**config.mk**
```make
export PLATFORM = sky130hd
export DESIGN_NAME = writeback_regfile
export DESIGN_NICKNAME = d
export VERILOG_FILES = /design/src/rtl/writeback_regfile_pkg.sv /design/src/rtl/writeback_regfile_wb_mux.sv /design/src/rtl/writeback_regfile.sv
export SDC_FILE = /design/constraint.sdc
export NUM_CORES = 2
export LEC_CHECK = 0
export ABC_AREA = 1
export CAP_MARGIN = 20
export CORE_MARGIN = 10
export CORE_UTILIZATION = 60
export DETAILED_ROUTE_END_ITERATION = 12
export HOLD_SLACK_MARGIN = 0.05
export PLACE_DENSITY_LB_ADDON = 0.25
export REMOVE_ABC_BUFFERS = 1
export SLEW_MARGIN = 20
export SYNTH_ARGS = -nofsm -noshare
export SYNTH_HDL_FRONTEND = slang
export SYNTH_SLANG_ARGS = --single-unit
```
**constraint.sdc**
```tcl
create_clock -name clk_i -period 84.3 [get_ports clk_i]
set_input_delay 16.86 -clock clk_i [delete_from_list [all_inputs] [get_ports clk_i]]
set_output_delay 16.86 -clock clk_i [all_outputs]
set_load 0.01 [all_outputs]
```
**src/rtl/writeback_regfile_pkg.sv**
```systemverilog
// Shared writeback-stage constants: register file geometry and the bit layout
// of the WB control field carried by the upstream MEM/WB pipeline register.
package writeback_regfile_pkg;

  localparam int REG_ADDR_W = 5;
  localparam int DATA_W     = 32;
  localparam int NUM_REGS   = 32;

  // Bit positions inside the 2-bit WB control field.
  localparam int WB_CTRL_W       = 2;
  localparam int WB_REGWRITE_BIT = 0;
  localparam int WB_MEMTOREG_BIT = 1;

  typedef logic [DATA_W-1:0]     data_t;
  typedef logic [REG_ADDR_W-1:0] reg_addr_t;
  typedef logic [WB_CTRL_W-1:0]  wb_ctrl_t;

endpackage

```
**src/rtl/writeback_regfile_wb_mux.sv**
```systemverilog
// Writeback source select: load data or ALU result, purely combinational.
module wb_mux
  import writeback_regfile_pkg::*;
(
  input  logic  mem_to_reg_i,
  input  data_t mem_data_i,
  input  data_t reg_data_i,
  output data_t wb_data_o
);

  assign wb_data_o = mem_to_reg_i ? mem_data_i : reg_data_i;

endmodule

```
**src/rtl/writeback_regfile.sv**
```systemverilog
// Writeback stage plus 32x32 register file with optional same-cycle write
// forwarding to both read ports and a wrapping count of committed writes.
module writeback_regfile
  import writeback_regfile_pkg::*;
#(
  parameter int BYPASS = 1,
  parameter int CNT_W  = 32
) (
  input  logic             clk_i,
  input  logic             rst_i,
  input  logic             RegWrite_i,
  input  logic             MemtoReg_i,
  input  data_t            MemData_i,
  input  data_t            RegData_i,
  input  reg_addr_t        RegAddr_i,
  input  reg_addr_t        RS1addr_i,
  input  reg_addr_t        RS2addr_i,
  output data_t            RS1data_o,
  output data_t            RS2data_o,
  output data_t            WBdata_o,
  output logic             WBvalid_o,
  output logic [CNT_W-1:0] WrCount_o
);

  data_t            wb_data;
  logic             wb_valid;
  data_t            regs_q [NUM_REGS];
  logic [CNT_W-1:0] cnt_q, cnt_d;

  wb_mux u_wb_mux (
    .mem_to_reg_i (MemtoReg_i),
    .mem_data_i   (MemData_i),
    .reg_data_i   (RegData_i),
    .wb_data_o    (wb_data)
  );

  // A write to x0 is not a commit: it neither changes state nor counts.
  assign wb_valid  = RegWrite_i && (RegAddr_i != '0);
  assign WBdata_o  = wb_data;
  assign WBvalid_o = wb_valid;

  always_ff @(posedge clk_i or posedge rst_i) begin
    if (rst_i) begin
      for (int i = 0; i < NUM_REGS; i++) begin
        regs_q[i] <= '0;
      end
    end else if (wb_valid) begin
      regs_q[RegAddr_i] <= wb_data;
    end
  end

  always_comb begin
    cnt_d = cnt_q;
    if (wb_valid) begin
      cnt_d = cnt_q + CNT_W'(1);
    end
  end

  always_ff @(posedge clk_i or posedge rst_i) begin
    if (rst_i) begin
      cnt_q <= '0;
    end else begin
      cnt_q <= cnt_d;
    end
  end

  assign WrCount_o = cnt_q;

  // Forwarding stays live during reset so the bypass path mirrors WBdata_o.
  always_comb begin
    RS1data_o = (RS1addr_i == '0) ? '0 : regs_q[RS1addr_i];
    RS2data_o = (RS2addr_i == '0) ? '0 : regs_q[RS2addr_i];
    if (BYPASS != 0 && wb_valid) begin
      if (RS1addr_i == RegAddr_i) begin
        RS1data_o = wb_data;
      end
      if (RS2addr_i == RegAddr_i) begin
        RS2data_o = wb_data;
      end
    end
  end

endmodule

```
# After elaboration in Yosys (flattened, before gate mapping)
# Cells that the tools add are included.
[totals]
register_bits = 1056
out_inout_bits = 129
elab_cells = 64
[classes]
bitwise = 3
reduce_logical = 5
n_addsub = 1
n_mux = 16
order_cmp = 4
eq_ne = 2
[op_table]
columns = ["operator", "count"]
rows = [
  ["$bwmux W1024", 1],
  ["$mux W32", 12],
  ["$bmux W32 S5", 2],
  ["$demux W32 S5", 1],
  ["$add A32 B1 Y32 const B", 1],
  ["$ge A6 B6 Y1 const B", 3],
  ["$not A5 Y6", 3],
  ["$eq A5 B5 Y1", 2],
  ["$logic_not A5 Y1", 2],
  ["$lt A6 B1 Y1 const B", 1],
  ["$reduce_bool A5 Y1", 1],
  ["$logic_and A1 B1 Y1", 2],
]

# Longest topological paths before layout
[depth]
ltp_word = 7
mapped_depth = 12
mapped_depth_nobuf = 10

# Cells and area by module
# From an unflattened synthesis, not the netlist that was laid out.
[unflattened]
cells_unflattened = 8615
hier_area_um2 = 59378.2
[modules_own_cells]
columns = ["module", "area_per_inst_um2", "cells_per_inst", "instances", "seq_area_each_um2"]
rows = [
  ["writeback_regfile", 58886.5, 8511, 1, 26425.3],
  ["wb_mux", 491.7, 104, 1, 0.0],
]

# Worst setup path before layout
# No wires, ideal clock.
[synth_timing]
path_kind = "input to output"
from = "in MemtoReg_i"
to = "out RS1data_o[19]"
slack_ps = 49233
path_buffers = 4
t_required_ps = 67440
arrival_time_ps = 18207
path_stages = 8
path_cell_list = "buf_4 buf_2 buf_4 o21ai_1 inv_1 buf_2 nand2_1 nand2_1"
[synth_between]
elab_chain_len = 3
[synth_rtl]
columns = ["element", "line_no", "rtl"]
rows = [
  ["from (decl)", "writeback_regfile.sv:12", "input logic MemtoReg_i,"],
  ["$mux W32", "writeback_regfile_wb_mux.sv:11", "assign wb_data_o = mem_to_reg_i ? mem_data_i : reg_data_i;"],
  ["via WBdata_o[19]", "writeback_regfile.sv:20", "output data_t WBdata_o,"],
  ["$mux W32", "writeback_regfile.sv:74", "if (RS1addr_i == RegAddr_i) begin"],
  ["$mux W32", "writeback_regfile.sv:73", "if (BYPASS != 0 && wb_valid) begin"],
  ["to (decl)", "writeback_regfile.sv:18", "output data_t RS1data_o,"],
]
# The timed path passes the listed nets, and every way through them passes these cells.

# Worst setup path in the final report
[layout_timing]
from = "in RS1addr_i[2]"
to = "out RS1data_o[3]"
[layout_between]
elab_chain_len = 7
elab_cells_between_ends = 9
cone_classes = "1 x eq/ne; 6 x mux; 1 x bitwise; 1 x reduce/logical"
[layout_rtl]
columns = ["element", "line_no", "rtl"]
rows = [
  ["from (decl)", "writeback_regfile.sv:16", "input reg_addr_t RS1addr_i,"],
  ["$not A5 Y6 (implied by the code)", "writeback_regfile.sv:71", "RS1data_o = (RS1addr_i == '0) ? '0 : regs_q[RS1addr_i];"],
  ["$bmux W32 S5", "writeback_regfile.sv:71", ""],
  ["$mux W32 (implied by the code) (2 in series)", "writeback_regfile.sv:71", ""],
  ["$mux W32", "writeback_regfile.sv:71", ""],
  ["$mux W32", "writeback_regfile.sv:74", ""],
  ["$mux W32 *", "writeback_regfile.sv:73", ""],
]
# Mark *: on every way between the ends. The rest lies on a longest branch, timed or not. The select of a mux whose other input is x is not followed.

==> reports/metrics.cfg <==
[critical_path]
critical_path_peak_fanout=36
slowest_stage=a21oi_4
crit_chain=buf_4 -> inv_4 -> nand2_2 -> buf_4 -> nor4_1 -> a21oi_4 -> buf_4 -> nand3_1 -> nand2_1 -> clkdlybuf4s50_1
required_ns=67.44
critPathMostFrequentCell=buf_4
end_kind=output pin
cp.arrival_ns=22.09
worstSetupStartpointType=primary input
critPathKind=primary input to output pin
max_stage_delay_ns=0.94

[clocking]
clock_sinks=1056
cts.path.max_buffers=3
post_cts_buffers=0
cts_resized=0
htree_levels=3
root_buffer=clkbuf_16
cts_tree=done
holdBufCountCts=0
path_clk_slew_ns=0.06
clk_latency_ns=0.71
cts_buffers=114

[synth]
synth_cells=8728
yosysMostFrequentCell=nand2_1
seq_area_frac_synth=0.440
synth_top_area_share=0.440
async_flop_share=1.00
synth_warnings=0
yosysUniqueCellTypes=33
synth_area_leaders=dfrtp_1 44%, nand2_1 18%, o21ai_0 7.9%
synth_area_um2=60000
synth_top_area_cell=dfrtp_1
synth-main-ff-cell=dfrtp_1
synth_edf_count=0
ys_ff_latch=1056
synth_common_cells=2,926 x nand2_1, 1,056 x dfrtp_1, 951 x o21ai_0
syn_avg_cell_area_um2=6.87

[layout]
drive_gt1_frac=0.0499
synthToLayoutAreaGrowth_pct=10.1
fin_cells=9833
fillers=8427
final_util=0.668
fin_nets=8533
final_area_um2=66100

[detailed_routing]
drt_iter0_drc=10500
wl_per_cell_um=23.0
vias_per_cell=6.29
drtPass1Iterations=7
vias=61800
wl_um=226000
drc=0
postRouteAntennaNets=0

[timing]
finalHoldViolations=0
min_period_ns=38.95
setup_ws_ns=45.35
slew_violations=0
hold_ws_ns=0.404
maxClockFrequency_mhz=25.7
max-slew-margin-rel=0.189
tns_ns=0
finClkSkew_ns=0.00523
setup_viol=0
rsz0062_at_grt=no
finalCritPeriodShare=0.462
worstMarginPinSlew_ns=1.22

[placed_design]
dp_slack_ns=45.81
dpl.cell_count=9615
place_area_um2=61900
port_buffers=211
gp_congestion=0.903
dp_hpwl_um=120000

[grt]
grt_pass1_vias=57400
overflow=0
grt_pass1_wl_um=342000
antenna_found_initial=1
track_usage=0.389
grt_max_degree=238

[die]
initial_core_util=0.607
die_area_um2=113000
ioPinCount=212
rows=115
die_h_um=336
core_um2=98900
die_x_um=336

[power]
finalPower_mw=1.58
ir_worst_vdd_v=0.0000198
p_per_area_nw_per_um2=24.0
p_leak_nw=30.5

[min_path]
hold_class=flop to flop

[run_status]
outcome=finished clean

[flow_run]
max_cap_viol_count=0

[worst paths after layout]
check                      slack (ns)         start  cells after the start             to
setup / recovery                45.35  RS1addr_i[2]                     10   RS1data_o[3]
hold / removal                   0.40  regs_q[1019]                      0   regs_q[1019]
setup reg to reg                82.37  WrCount_o[0]                     10  WrCount_o[20]
hold reg to reg                  0.40  regs_q[1019]                      0   regs_q[1019]
max in group asynchronous       63.50         rst_i                      6    regs_q[114]
min in group asynchronous       16.70         rst_i                      2     regs_q[19]
[worst max-delay path: cells and delay by family]
kind	cells	cell delay, ns
and+or+nand+nor	4	1.08
AOI/OAI and AO/OA	1	0.94
buffers and inverters	5	3.09
[cell type report]
type / count / area (µm²) / share of cell area
diodes: 1 / 2.50 / 0.0000379
clock buffers: 163 / 3330 / 0.0504
clock inverters: 49 / 717 / 0.0109
well taps: 1287 / 1610 / 0.0244
repair buffers: 336 / 3210 / 0.0486
flip-flops and latches: 1056 / 26400 / 0.400
inverters: 585 / 2230 / 0.0338
multi-input cells: 6356 / 28500 / 0.432
[cell families after synthesis]
kind of cell | count (synthesis) | synth area share
flip-flops | 1056 | 0.440
AO/OA/AOI/OAI | 1835 | 0.166
XOR/XNOR | 20 | 0.00292
AND/OR/NAND/NOR | 4500 | 0.304
adder cells (fa/ha/maj) | 1 | 0.000209
buffers and inverters | 1316 | 0.0872
[registers in the layout, indices dropped and copies added (netlist names)]
name / flops
regs_q: 1024
WrCount_o: 32
[cell usage in the layout (no fill, tap or decap), types with 6 or more instances in the layout]
cell type,synthesis,layout
clkinv_2,0,21
a21oi_1,507,507
o21ai_1,86,98
o211ai_1,275,275
buf_4,9,116
inv_1,564,557
buf_12,0,6
or2_2,10,10
clkinv_1,9,8
nor2_1,665,659
xnor2_1,10,10
nand2_1,2926,2919
xor2_1,10,10
o21ai_2,14,15
dfrtp_1,1056,1056
bufinv_16,0,17
clkbuf_8,0,30
nand2_4,4,11
clkbuf_1,431,20
nor3_1,10,10
nor2_4,8,25
inv_2,11,12
clkdlybuf4s50_1,0,200
inv_6,0,7
nand3_1,839,839
clkbuf_16,0,114
o21ai_0,951,938
[routing by layer]
layer / track usage / vias up / part of all wire
li1: - / 27600 / -
met1: 0.498 / 28300 / 0.36
met2: 0.575 / 4865 / 0.42
met3: 0.115 / 1080 / 0.15
met4: 0.243 / 2 / 0.071
met5: 0 / - / 0.000049
[power by group]
part | total (mW) | switching [mW] | internal [mW]
clock network | 0.546 | 0.220 | 0.325
logic | 0.344 | 0.221 | 0.123
registers | 0.695 | 0.0751 | 0.620
Note: power is estimated with default switching activity, not from simulation.
